<file path="config.mk">
export PLATFORM = sky130hd
export DESIGN_NAME = serial_rx_pin
export DESIGN_NICKNAME = d
export VERILOG_FILES = /design/src/rtl/serial_pkg.sv /design/src/rtl/sync_2ff.sv /design/src/rtl/serial_rx_pin.sv
export SDC_FILE = /design/constraint.sdc
export NUM_CORES = 1
export LEC_CHECK = 0
export BUFFER_PORTS_ARGS = -buffer_cell sky130_fd_sc_hd__buf_4
export CORE_UTILIZATION = 60
export DETAILED_ROUTE_END_ITERATION = 10
export HOLD_SLACK_MARGIN = 0.06
export PLACE_DENSITY = 0.81
export SLEW_MARGIN = 10
export SYNTH_ARGS = -nofsm -noshare
export SYNTH_HDL_FRONTEND = slang
export SYNTH_SLANG_ARGS = --single-unit
</file>
<file path="constraint.sdc">
create_clock -name clk -period 2.9 [get_ports clk]
set_clock_uncertainty 0.05 [all_clocks]
set_input_delay 0.435 -clock clk [delete_from_list [all_inputs] [get_ports clk]]
set_output_delay 0.435 -clock clk [all_outputs]
set_load 0.01 [all_outputs]
</file>
<file path="src/rtl/serial_pkg.sv">
// Shared definitions for the serial receive path: frame shape, default bit
// period and the receiver state encoding.
package serial_pkg;

    localparam int DATA_BITS        = 8;
    localparam int STOP_BITS        = 1;
    localparam int CLKS_PER_BIT_DEF = 16;

    typedef enum logic [2:0] {
        ST_IDLE,
        ST_START,
        ST_DATA,
        ST_STOP,
        ST_BREAK
    } rx_state_e;

endpackage

</file>
<file path="src/rtl/sync_2ff.sv">
// Two-flop synchronizer for asynchronous pad inputs; reset value selectable so
// idle-high lines do not glitch low out of reset.
module sync_2ff #(
    parameter logic RST_VAL = 1'b0
) (
    input  logic i_clk,
    input  logic i_rst,
    input  logic i_d,
    output logic o_q
);

    logic r_meta;
    logic r_q;

    always_ff @(posedge i_clk) begin
        if (i_rst) begin
            r_meta <= RST_VAL;
            r_q    <= RST_VAL;
        end else begin
            r_meta <= i_d;
            r_q    <= r_meta;
        end
    end

    assign o_q = r_q;

endmodule

</file>
<file path="src/rtl/serial_rx_pin.sv">
// 8N1 serial receiver with mid-bit sampling, a single-entry output buffer and
// frame-error / overrun pulses.
//
//   state    | meaning
//   ---------+----------------------------------------------------------
//   ST_IDLE  | line idle, waiting for the first low sample
//   ST_START | counting to the middle of the start bit to confirm it
//   ST_DATA  | sampling data bits LSB first
//   ST_STOP  | sampling the stop bit
//   ST_BREAK | bad stop seen; wait for the line to return high
module serial_rx_pin
    import serial_pkg::*;
#(
    parameter int CLKS_PER_BIT = CLKS_PER_BIT_DEF,
    parameter bit RX_INVERT    = 1'b0
) (
    input  logic                 clk,
    input  logic                 rst,
    input  logic                 rx_in,
    output logic [DATA_BITS-1:0] data_out,
    output logic                 data_valid,
    input  logic                 data_ready,
    output logic                 frame_err,
    output logic                 overrun
);

    localparam int              CW       = $clog2(CLKS_PER_BIT);
    localparam int              IW       = $clog2(DATA_BITS);
    localparam logic [CW-1:0]   CNT_HALF = CW'(CLKS_PER_BIT / 2 - 1);
    localparam logic [CW-1:0]   CNT_FULL = CW'(CLKS_PER_BIT - 1);
    localparam logic [IW-1:0]   IDX_LAST = IW'(DATA_BITS - 1);

    logic                 w_rx_pin;
    logic                 w_rxs;
    logic                 w_tick;
    logic                 w_xfer;

    rx_state_e            r_state,    w_state_nxt;
    logic [CW-1:0]        r_cnt,      w_cnt_nxt;
    logic [IW-1:0]        r_bit_idx,  w_bit_idx_nxt;
    logic [DATA_BITS-1:0] r_shift,    w_shift_nxt;
    logic                 r_load_req, w_load_req;
    logic                 r_ferr_req, w_ferr_req;

    logic [DATA_BITS-1:0] r_data_out;
    logic                 r_data_valid;
    logic                 r_frame_err;
    logic                 r_overrun;

    assign w_rx_pin = rx_in ^ RX_INVERT;

    sync_2ff #(.RST_VAL(1'b1)) u_sync (
        .i_clk (clk),
        .i_rst (rst),
        .i_d   (w_rx_pin),
        .o_q   (w_rxs)
    );

    assign w_tick = (r_cnt == '0);
    assign w_xfer = r_data_valid && data_ready;

    always_comb begin
        w_state_nxt   = r_state;
        w_cnt_nxt     = w_tick ? CNT_FULL : r_cnt - 1'b1;
        w_bit_idx_nxt = r_bit_idx;
        w_shift_nxt   = r_shift;
        w_load_req    = 1'b0;
        w_ferr_req    = 1'b0;

        case (r_state)
            ST_IDLE: begin
                w_cnt_nxt = '0;
                if (!w_rxs) begin
                    w_state_nxt   = ST_START;
                    w_cnt_nxt     = CNT_HALF;
                    w_bit_idx_nxt = '0;
                end
            end
            ST_START: begin
                if (w_tick) begin
                    w_state_nxt = w_rxs ? ST_IDLE : ST_DATA;
                end
            end
            ST_DATA: begin
                if (w_tick) begin
                    w_shift_nxt = {w_rxs, r_shift[DATA_BITS-1:1]};
                    if (r_bit_idx == IDX_LAST) begin
                        w_state_nxt = ST_STOP;
                    end else begin
                        w_bit_idx_nxt = r_bit_idx + 1'b1;
                    end
                end
            end
            ST_STOP: begin
                if (w_tick) begin
                    w_load_req  = w_rxs;
                    w_ferr_req  = !w_rxs;
                    w_state_nxt = w_rxs ? ST_IDLE : ST_BREAK;
                end
            end
            ST_BREAK: begin
                w_cnt_nxt = '0;
                if (w_rxs) begin
                    w_state_nxt = ST_IDLE;
                end
            end
            default: begin
                w_state_nxt = ST_IDLE;
                w_cnt_nxt   = '0;
            end
        endcase
    end

    always_ff @(posedge clk) begin
        if (rst) begin
            r_state      <= ST_IDLE;
            r_cnt        <= '0;
            r_bit_idx    <= '0;
            r_shift      <= '0;
            r_load_req   <= 1'b0;
            r_ferr_req   <= 1'b0;
            r_data_out   <= '0;
            r_data_valid <= 1'b0;
            r_frame_err  <= 1'b0;
            r_overrun    <= 1'b0;
        end else begin
            r_state     <= w_state_nxt;
            r_cnt       <= w_cnt_nxt;
            r_bit_idx   <= w_bit_idx_nxt;
            r_shift     <= w_shift_nxt;
            r_load_req  <= w_load_req;
            r_ferr_req  <= w_ferr_req;
            r_frame_err <= r_ferr_req;
            // A transfer in the load cycle frees the slot, so no overrun then.
            r_overrun   <= r_load_req && r_data_valid && !w_xfer;
            if (r_load_req && (!r_data_valid || w_xfer)) begin
                r_data_out   <= r_shift;
                r_data_valid <= 1'b1;
            end else if (w_xfer) begin
                r_data_valid <= 1'b0;
            end
        end
    end

    assign data_out   = r_data_out;
    assign data_valid = r_data_valid;
    assign frame_err  = r_frame_err;
    assign overrun    = r_overrun;

endmodule

</file>
==> metrics.yaml, run 1 <==
wl_per_cell_um: 13.1
fin_crit_sh_pct: 56.2
cp_max_fo: 5
grt_pass1_vias: 869
first_iter_violations: 36
crit_type: "reg -> reg"
yosys.area.top_type: "dfxtp_1"
area_growth_syn_to_layout_pct: 14.5
r2r_end: "r_bit_idx[2]$_SDFFE_PP0P_"
critPathCaptureType: "register"
status: "completed"
n_antenna_cell: 0
max_freq_mhz: 614
antenna_found_initial: 0
hold_ws_ps: 238
reg2reg_slack_ps: 1270
netlist_area_um2: 1340
synth_cells: 134
async_reset_ff_share_pct: 0
crit_path_start_kind: "register"
p_leak_nw: 0.641
overflow: 0
initial_core_util_pct: 66.0
rsz0062_at_grt: "no"
synth-edff-count: 0
htreeDepth: 2
holdPathStages: 2
clk_pin_slew_ps: 100
final_core_util_pct: 75.6
post_route_cells_drive_above_1_share_pct: 22.1
ys_types: 35
vias_per_cell: 5.72
tns_ps: 0
worstPathRequired_ps: 3070
synth_seq_cells: 33
tightest_slew_ps: 478
hold_class: "in -> reg"
r2r-start: "r_cnt[0]$_SDFF_PP0_"
synth_top_area_share_pct: 49.5
ir_worst_vdd_mv: 0.423
drt_wl_total_um: 2300
die_area_um2: 2420
globalplace.congestion: 0.799
firstDrtPassIters: 4
synth.avg_cell_area_um2: 9.96
worst_slack_ps: 1270
vias: 1007
synth_nets: 141
fin_crit_ps: 1630
max_stage_delay_ps: 350
cts_hold_buf: 0
postLayoutCellArea_um2: 1530
drc: 0
die_w_um: 49.2
setup_viol: 0
synth_area_leaders: "dfxtp_1, mux2i_1, nand2b_1"
ys_warn_count: 0
rows: 16
crit_slowest_cell: "dfxtp_1"
ant_nets: 0
synth-seq-area-share_pct: 49.5
arrival_ps: 1790
cts_tree: "yes"
reg2reg_depth: 5
cp_cell_sequence: "inv_1 > ha_1 > nor3b_2 > nand4b_1 > mux2_2"
fin_nets: 155
cts_made_buffers: 5
drv_slew: 0
synth_ff_type: "dfxtp_1"
numPortBuffers: 14
power_density_nw_per_um2: 559
root_buffer: "clkbuf_4"
post_cts_resize_count: 0
dp_hpwl_um: 1590
maxCapViolCount: 0
track_usage_pct: 21.9
clock_sink_count: 33
dieHeight_um: 49.2
ios: 15
clkLatencyLatePin_ps: 320
slew_headroom_pct: 68.1
hold_start: "rx_in"
grt_start_max_net_pins: 35
postCtsSetupBuffers: 0
place_area_um2: 1440
grt_pass1_wl_um: 3860
pre_cts_slack_ps: 1280
core_area_um2: 2020
cts_buffer_depth: 2
holdPathEnd: "u_sync.r_meta$_SDFF_PP1_"
hold_viol: 0
## logic make-up after synthesis
| family | after synthesis | share of synthesized area [%] |
|---|---|---|
| simple gates | 48 | 23.0 |
| fa+ha+maj | 3 | 2.81 |
| mux | 12 | 9.28 |
| buf+inv | 11 | 3.37 |
| flops | 33 | 49.5 |
| compound gates | 27 | 12.1 |
## cells in the mapped netlist (all sizes together) (2+ instances only)
cell type / number
nor3: 4
nand3: 9
ha: 3
nand4b: 2
nor2b: 4
o21ai: 8
inv: 4
nor2: 5
mux2i: 9
buf: 3
dfxtp: 33
a31oi: 2
clkbuf: 4
a21oi: 10
or2: 3
nor4: 2
mux2: 3
nor3b: 4
nand2b: 11
## sequential cells by signal (all words and copies together) (netlist names)
name	flops
data_out	8
data_valid	1
frame_err	1
overrun	1
r_bit_idx	3
r_cnt	4
r_ferr_req	1
r_load_req	1
r_shift	8
r_state	3
u_sync.o_q	1
u_sync.r_meta	1
## cells in the final DEF, fill, tap and decap left out, types with 2 or more instances in the layout
| cell type | synthesis | final |
|---|---|---|
| or2_2 | 3 | 3 |
| a31oi_1 | 2 | 2 |
| nand4b_1 | 2 | 2 |
| clkbuf_4 | 0 | 5 |
| inv_1 | 4 | 4 |
| nand3_1 | 8 | 8 |
| a21oi_1 | 10 | 10 |
| nor2_1 | 5 | 5 |
| dfxtp_1 | 33 | 33 |
| mux2_2 | 3 | 3 |
| mux2i_1 | 9 | 9 |
| buf_4 | 0 | 14 |
| o21ai_0 | 8 | 8 |
| ha_1 | 3 | 3 |
| nor2b_1 | 4 | 4 |
| nand2b_1 | 11 | 11 |
| nor3b_1 | 3 | 3 |
| nor3_1 | 4 | 4 |
## metrics by stage
| stage | cells | total power (W) |
|---|---|---|
| floorplan | 134 | 0.000505 |
| global placement | 168 | 0.000513 |
| detailed placement | 168 | 0.000515 |
| CTS | 176 | 0.000864 |
| global route | 176 | 0.000888 |
| finish | 176 | 0.000854 |
## how the worst max path moves through the flow
stage                              from                   endpoint  slack (ps)  cells past startpoint
global placement    r_cnt[0]$_SDFF_PP0_  r_bit_idx[1]$_SDFFE_PP0P_        1380                      5
CTS                 r_cnt[0]$_SDFF_PP0_  r_bit_idx[2]$_SDFFE_PP0P_        1260                      5
finish              r_cnt[0]$_SDFF_PP0_  r_bit_idx[2]$_SDFFE_PP0P_        1270                      5
floorplan           r_cnt[0]$_SDFF_PP0_  r_bit_idx[0]$_SDFFE_PP0P_        1460                      5
global route        r_cnt[0]$_SDFF_PP0_  r_bit_idx[2]$_SDFFE_PP0P_        1110                      5
detailed placement  r_cnt[0]$_SDFF_PP0_  r_bit_idx[2]$_SDFFE_PP0P_        1280                      5
## critical path, delay by kind of cell (launching register included)
| kind | cells | cell delay, ps |
|---|---|---|
| and+or+nand+nor | 2 | 540 |
| adders and majority gates | 1 | 200 |
| muxes | 1 | 330 |
| DFF | 1 | 350 |
| buffers and inverters | 1 | 60 |
## where the power goes
group          switching, W  internal (W)
clock network      0.000143      0.000206
logic             0.0000203     0.0000193
registers        0.00000686      0.000458
## layout make-up
class | instances | area (um^2)
sequential | 33 | 661
fill | 154 | 493
multi-input combinational | 90 | 629
inverter | 4 | 15.0
clock inverter | 1 | 30.0
tap | 27 | 33.8
clock buffer | 7 | 55.1
timing repair buffer | 14 | 105
## routing by layer
layer / track usage (%) / vias to the layer above / wire, um
met5: 0 / - / 0
met4: 8.82 / 0 / 13
met3: 8.72 / 2 / 139
met2: 32.6 / 28 / 1050
met1: 28.0 / 473 / 1100
li1: - / 504 / -
No activity file was read; power rests on OpenSTA's default activity.
==> run 2: changes to the inputs <==
Settings changed: CORE_UTILIZATION 60 to 50, PLACE_DENSITY 0.81 to 0.73.
Clock period 2.9 ns to 1.4 ns, I/O delays scaled along.
==> run 2 against run 1 <==
The flow now finishes with violations (setup timing). Critical path depth decreased by 1. Register-to-register slack got worse by 1300 ps. Power increased by 89%. Final cell count increased by 6.8%. Final area increased by 6.5%. Core utilization decreased by 11 points. Largest cell class is now multi-input combinational cells. Largest power group unchanged. Highest routed layer unchanged.
==> metrics.yaml, run 2 (same netlist as run 1, synthesis figures left out) <==
hold_viol: 0
maxCapViolCount: 0
crit_slowest_cell: "dfxtp_1"
dieHeight_um: 53.7
max_stage_delay_ps: 330
ant_nets: 0
placed_cells_incl_taps: 179
final_cell_mix: "dfxtp_1, buf_4, nand2b_1, a21oi_1, mux2i_1"
worst_slack_ps: -37.5
drc: 0
reg2reg_slack_ps: -40
fin_cells: 188
final_core_util_pct: 65.1
ios: 15
slew_headroom_pct: 72.7
track_usage_pct: 19.9
area_growth_syn_to_layout_pct: 21.9
r2r-start: "r_bit_idx[0]$_SDFFE_PP0P_"
fin_crit_sh_pct: 103
root_buffer: "clkbuf_4"
cp.depth: 4
tightest_slew_ps: 406
clk_pin_slew_ps: 90
cp_max_fo: 3
reg2reg_depth: 4
vias_per_cell: 5.40
cts_tree: "yes"
first_iter_violations: 6
ir_worst_vdd_mv: 0.934
fin_nets: 165
max_freq_mhz: 696
antenna_found_initial: 0
firstDrtPassIters: 4
cp_cell_sequence: "ha_1 > ha_1 > nand4b_1 > mux2_2"
clock_sink_count: 33
overflow: 0
worstPathRequired_ps: 1570
htreeDepth: 2
initial_core_util_pct: 53.4
crit_path_start_kind: "register"
globalplace.congestion: 0.806
die_w_um: 53.7
cts_made_buffers: 5
wl_per_cell_um: 13.2
grt_start_max_net_pins: 35
n_antenna_cell: 0
numPortBuffers: 14
fin_crit_ps: 1440
arrival_ps: 1610
die_area_um2: 2880
p_leak_nw: 0.685
dp_hpwl_um: 1710
pre_cts_slack_ps: -68.8
rsz0062_at_grt: "yes"
critPathTopFamily: "adder cells"
post_route_cells_drive_above_1_share_pct: 32.3
grt_pass1_wl_um: 3910
drt_wl_total_um: 2480
crit_end: "r_bit_idx[0]$_SDFFE_PP0P_"
rows: 18
status: "finished, violations left"
cts_buffer_depth: 2
crit_type: "reg -> reg"
violations: "setup timing"
critPathCaptureType: "register"
final_common_cell: "dfxtp_1"
crit_top_cell: "ha_1"
vias: 1016
hold_class: "in -> reg"
cp.buffers_inverters: 0
grt_pass1_vias: 863
core_area_um2: 2500
power_density_nw_per_um2: 992
crit_start: "r_bit_idx[0]$_SDFFE_PP0P_"
r2r_end: "r_bit_idx[0]$_SDFFE_PP0P_"
clkLatencyLatePin_ps: 320
setup_viol: 5
drv_slew: 0
-- run 2: metal layers --
| metal | global-route usage, % | vias up | wire [um] |
|---|---|---|---|
| met1 | 23.3 | 460 | 1140 |
| met3 | 6.21 | 10 | 84 |
| met2 | 31.5 | 20 | 1190 |
| li1 | - | 526 | - |
| met5 | 0 | - | 0 |
| met4 | 11.8 | 0 | 65 |
-- run 2: final cells by class --
class                           instances  area (um^2)
Fill cell                             222          872
Multi-Input combinational cell         90          669
Sequential cell                        33          664
Timing Repair Buffer                   24          186
Clock buffer                            7         55.1
Tap cell                               30         37.5
Inverter                                4         15.0
-- run 2: report_power, final --
part	switching (W)	internal (W)	total [W]
Clock	0.000289	0.000237	0.000525
Combinational	0.0000577	0.0000683	0.000126
Sequential	0.0000133	0.000950	0.000963
Total	0.000360	0.00126	0.00161
-- run 2: stage by stage --
step	cell area (um^2)	hold WS, ps	power (W)	setup TNS, ps
4_1_cts	1590	207	0.00162	-263
5_1_grt	1630	233	0.00168	-664
6_report	1630	218	0.00161	-121
3_3_place_gp	1520	341	0.00109	-9.52
2_1_floorplan	1350	264	0.00105	-13.9
3_5_place_dp	1520	350	0.00109	-228
-- run 2: worst min path at each step --
stage                                   startpoint                       end  slack (ps)  cells after the start
after CTS                                      rst  data_out[5]$_SDFFE_PP0P_         210                      2
after global routing                           rst  data_out[5]$_SDFFE_PP0P_         230                      2
after floorplan                              rx_in  u_sync.r_meta$_SDFF_PP1_         260                      1
after detailed placement  u_sync.r_meta$_SDFF_PP1_     u_sync.o_q$_SDFF_PP1_         350                      1
final                                          rst  data_out[5]$_SDFFE_PP0P_         220                      2
after global placement    u_sync.r_meta$_SDFF_PP1_     u_sync.o_q$_SDFF_PP1_         340                      1
-- run 2: repair_timing --
item	CTS	global route
endpoints found under the hold margin	1	0
buffers inserted	0	1
gates resized for setup	2	8
pin swaps	1	2
endpoints found under the setup margin	8	18
hold buffers	1	0
